$ cat config.mk
export PLATFORM = sky130hd
export DESIGN_NAME = oam_dma
export DESIGN_NICKNAME = d
export VERILOG_FILES = /design/src/rtl/oam_dma.sv
export SDC_FILE = /design/constraint.sdc
export NUM_CORES = 1
export LEC_CHECK = 0
export ABC_AREA = 1
export CAP_MARGIN = 20
export CELL_PAD_IN_SITES_DETAIL_PLACEMENT = 0
export CELL_PAD_IN_SITES_GLOBAL_PLACEMENT = 1
export CORE_MARGIN = 2
export CORE_UTILIZATION = 31
export DETAILED_ROUTE_END_ITERATION = 8
export PLACE_DENSITY_LB_ADDON = 0.25
export SYNTH_ARGS = -nofsm -noshare
export SYNTH_HDL_FRONTEND = slang
export SYNTH_SLANG_ARGS = --single-unit
$ cat constraint.sdc
create_clock -name masterClk -period 1.9 [get_ports masterClk]
set_input_delay 0.285 -clock masterClk [delete_from_list [all_inputs] [get_ports masterClk]]
set_output_delay 0.285 -clock masterClk [all_outputs]
set_load 0.05 [all_outputs]
$ cat src/rtl/oam_dma.sv
// Sprite OAM DMA: a CPU write to DMA_REG_ADDR halts the CPU and copies 256 bytes {page,$00..$FF} to OAMDATA.
// Latency: trigger to first read is 2 CPU cycles (3 if an ALIGN cycle is needed); CPU is halted for 513/514 cycles.
// Backpressure: none on the bus; every state change waits for cpu_cen. Optional counter: OAM_DMA_CYCLE_CNT_EN.
module oam_dma #(
    parameter logic [15:0] DMA_REG_ADDR  = 16'h4014,
    parameter logic [15:0] OAM_DATA_ADDR = 16'h2004
) (
    input  logic        masterClk,
    input  logic        rst,
    input  logic        cpu_cen,
    input  logic [15:0] cpu_addr,
    input  logic        cpu_wr,
    input  logic [7:0]  cpu_dout,
    input  logic [7:0]  bus_din,
    output logic        rdy,
    output logic        dma_active,
    output logic [15:0] bus_addr,
    output logic        bus_rw,
`ifdef OAM_DMA_CYCLE_CNT_EN
    output logic [9:0]  last_cycles,
`endif
    output logic [7:0]  bus_dout
);

    typedef enum logic [2:0] {
        IDLE  = 3'd0,
        HALT  = 3'd1,
        ALIGN = 3'd2,
        READ  = 3'd3,
        WRITE = 3'd4
    } state_t;

    state_t      r_state;
    logic [7:0]  r_page;
    logic [7:0]  r_idx;
    logic [7:0]  r_data;
    logic        r_phase;
    logic        r_rdy;
    logic        r_active;
    logic [15:0] r_addr;
    logic        r_rw;

    logic        w_trig_wr;
    logic        w_idx_last;
    logic [7:0]  w_idx_next;

    // A CPU write to the DMA register in the cycle closing at this cpu_cen
    assign w_trig_wr  = cpu_cen & cpu_wr & (cpu_addr == DMA_REG_ADDR);
    assign w_idx_last = (r_idx == 8'hFF);
    assign w_idx_next = r_idx + 8'd1;

    assign rdy        = r_rdy;
    assign dma_active = r_active;
    assign bus_addr   = r_addr;
    assign bus_rw     = r_rw;
    // The data latch is itself a register, so it drives the write data directly
    assign bus_dout   = r_data;

    // Transfer FSM: every output is registered and updated on the edge that enters the new state
    always_ff @(posedge masterClk or negedge rst) begin
        if (!rst) begin
            r_state  <= IDLE;
            r_page   <= 8'h00;
            r_idx    <= 8'h00;
            r_data   <= 8'h00;
            r_phase  <= 1'b0;
            r_rdy    <= 1'b1;
            r_active <= 1'b0;
            r_addr   <= 16'h0000;
            r_rw     <= 1'b1;
        end else if (cpu_cen) begin
            // get/put phase runs freely so alignment follows the real CPU cycle parity
            r_phase <= ~r_phase;
            case (r_state)
                IDLE: begin
                    if (w_trig_wr) begin
                        r_page  <= cpu_dout;
                        r_idx   <= 8'h00;
                        r_rdy   <= 1'b0;
                        r_state <= HALT;
                    end
                end
                HALT: begin
                    // r_phase is the HALT cycle's phase; the next cycle has the opposite one
                    if (r_phase) begin
                        r_active <= 1'b1;
                        r_addr   <= {r_page, r_idx};
                        r_rw     <= 1'b1;
                        r_state  <= READ;
                    end else begin
                        r_state  <= ALIGN;
                    end
                end
                ALIGN: begin
                    r_active <= 1'b1;
                    r_addr   <= {r_page, r_idx};
                    r_rw     <= 1'b1;
                    r_state  <= READ;
                end
                READ: begin
                    r_data  <= bus_din;
                    r_addr  <= OAM_DATA_ADDR;
                    r_rw    <= 1'b0;
                    r_state <= WRITE;
                end
                WRITE: begin
                    r_rw <= 1'b1;
                    if (w_idx_last) begin
                        // byte $FF was the last one; the index never wraps into a 257th read
                        r_rdy    <= 1'b1;
                        r_active <= 1'b0;
                        r_state  <= IDLE;
                    end else begin
                        r_idx   <= w_idx_next;
                        r_addr  <= {r_page, w_idx_next};
                        r_state <= READ;
                    end
                end
                default: begin
                    r_rdy    <= 1'b1;
                    r_active <= 1'b0;
                    r_rw     <= 1'b1;
                    r_state  <= IDLE;
                end
            endcase
        end
    end

`ifdef OAM_DMA_CYCLE_CNT_EN
    logic [9:0] r_cyc_cnt;
    logic [9:0] r_last_cycles;

    assign last_cycles = r_last_cycles;

    // Count halted CPU cycles; the final edge includes its own cycle in the published total
    always_ff @(posedge masterClk or negedge rst) begin
        if (!rst) begin
            r_cyc_cnt     <= 10'd0;
            r_last_cycles <= 10'd0;
        end else if (cpu_cen) begin
            if ((r_state == IDLE) && w_trig_wr) begin
                r_cyc_cnt <= 10'd0;
            end else if (!r_rdy) begin
                r_cyc_cnt <= r_cyc_cnt + 10'd1;
                if ((r_state == WRITE) && w_idx_last) begin
                    r_last_cycles <= r_cyc_cnt + 10'd1;
                end
            end
        end
    end
`endif

endmodule
==> results.tsv <==
metric	value	unit
routed_via_density	4.37	
relSlewSlack	0.665	
yosysTopAreaCell	dfrtp_1	
cp.buffers_inverters	1	
avgSynthCellArea	8.14	um2
rsz0062_at_grt	false	
layout-drive-gt1-share	0.142	
cts.clk_slew.worst_paths	0.08	ns
crit_arrival	1.48	ns
antenna_found_initial	0	
avgRoutedWirePerCell	11.1	um
critPathTopFamily	buffers and inverters	
crit_fanout	2	
core_area	7210	um2
syn_inst	283	
worstSkewPairLatency	0.30	ns
antenna_cells	0	
p_seq_frac	0.339	
drv_slew	0	
start_util	0.319	
p_per_area	1240	nW/um2
fmax	0.566	GHz
clkPwrFrac	0.191	
ys_seq_area_frac	0.512	
antenna_left	0	
clock_sinks	47	
clockRootBuffer	clkbuf_8	
setup_viol	0	
whs	0.468	ns
final_cell_area	3200	um2
wl	5090	um
yosysTopAreaCellShare	0.489	
first_iter_violations	51	
ys_seq_elements	47	
total_power	3950	uW
synth_area	2300	um2
setup_tns	0	ns
synthTopCellsByArea	dfrtp_1, nand2_1, nor2_1, mux2_2, o21ai_0	
htreeDepth	2	
drc	0	
skew	0.00431	ns
grt_pass1_wl	8730	um
worst_slew_pin_slew	0.501	ns
critPathCaptureType	output pin	
gp_congestion	0.813	
grt_usage	0.131	
leakage	0.00152	uW
combPwrFrac	0.470	
mostFrequentLayoutCells	nand2_1, clkdlybuf4s50_1, dfrtp_1, nor2_1	
hold_viol	0	
tritoncts	yes	
grt_overflow_total	0	
die_h	90.2	um
max_cap_viol_count	0	
die_area	8140	um2
die_x	90.2	um
dr.pass1.iters	4	
final_common_cell	nand2_1	
fin_nets	394	
cts_made_buffers	5	
grt_pass1_vias	1916	
path_cells	clkdlybuf4s50_1	
run_status	finished clean	
critPathKind	flop to output pin	
dr_total_vias	1997	
num_io_pins	63	
num_rows	31	
hold_path.class	flop to flop	
postPlaceCellArea	3070	um2
post-cts-setup-buffers	0	
areaGrowthSynthToFinish	38.9	%
crit_path_top_delay_cell	clkdlybuf4s50_1	
grt_start_max_net_pins	48	
clockBufferDepth	2	
slowest_delay	0.81	ns
power.switching	1670	uW
peakVddDrop	0.653	mV
syn_nets	320	
switching_share	0.422	
critical_path_required	1.62	ns
period_minus_slack	1.77	ns
post-route-period-util	0.931	
io_buffer_count	62	
yosysWarnings	0	
cp-start-kind	flop	
hpwl	3830	um
synth_cell_types	24	
p_int	2280	uW
[stage by stage]
step	setup WS, ns	utilization	instances
CTS	0.108	0.444	457
global route	0.0343	0.444	457
global placement	0.181	0.426	448
floorplan	0.391	-	283
finish	0.132	0.444	457
detailed placement	0.190	0.426	448
[timing repair]
| item | 4_1_cts | 5_1_grt |
|---|---|---|
| resized for setup | 0 | 0 |
| endpoints found under the hold margin | 45 | 0 |
| hold buffers | 1 | 0 |
[layer usage]
layer / wire length (um) / GRT usage / vias up / share of wire
li1: - / - / 1038 / -
met1: 2460 / 0.169 / 906 / 0.48
met2: 2340 / 0.212 / 44 / 0.46
met3: 202 / 0.0310 / 9 / 0.040
met4: 93 / 0.0538 / 0 / 0.018
met5: 0 / 0 / - / 0
[cell families after synthesis]
kind of cell,count (synthesis),share of synthesized area
fa+ha+maj,1,0.00543
flops,47,0.512
simple gates,167,0.312
xor+xnor,2,0.00761
compound gates,32,0.0712
buf+inv,26,0.0532
mux,8,0.0391
[flip-flops by register name, summed over array words and instances (netlist names)]
signal	cells
rdy	1
r_idx	8
bus_dout	8
bus_rw	1
r_page	8
r_state	3
dma_active	1
bus_addr	16
r_phase	1
[power groups by stage]
stage	Sequential (uW)	Combinational (uW)	Clock, uW
finish	1340	1860	754
global route	1370	2030	819
global placement	1360	1880	0
detailed placement	1360	1880	0
floorplan	1830	803	0
CTS	1340	1880	782
[final cells by class]
| class | count | area [um2] |
|---|---|---|
| clock buffer | 6 | 82.6 |
| timing repair buffer | 73 | 703 |
| fill | 732 | 4010 |
| sequential | 47 | 1180 |
| multi-input combinational | 210 | 1000 |
| inverter | 20 | 75.1 |
| tap | 99 | 124 |
| clock inverter | 2 | 35.0 |
[path summary, 6_finish.rpt]
| path | to | from | slack, ns | depth (start not counted) |
|---|---|---|---|---|
| min in group asynchronous | bus_addr[1] | rst | 0.51 | 3 |
| min | rdy | rdy | 0.47 | 2 |
| min reg2reg | rdy | rdy | 0.47 | 2 |
| max reg2reg | r_idx[3] | r_idx[0] | 0.20 | 9 |
| max | bus_addr[13] | bus_addr[13] | 0.13 | 1 |
| max in group asynchronous | rdy | rst | 1.12 | 3 |
[Yosys cell counts, drive strengths merged]
| cell | number |
|---|---|
| nand2 | 118 |
| dfrtp | 45 |
| nor2 | 33 |
| o21ai | 29 |
| inv | 20 |
| nand3 | 15 |
| mux2 | 8 |
| buf | 5 |
| dfstp | 2 |
| xor2 | 2 |
| a21oi | 1 |
| clkbuf | 1 |
| ha | 1 |
| nor3 | 1 |
| o21bai | 1 |
| o22ai | 1 |
No activity file was read; power rests on OpenSTA's default activity.
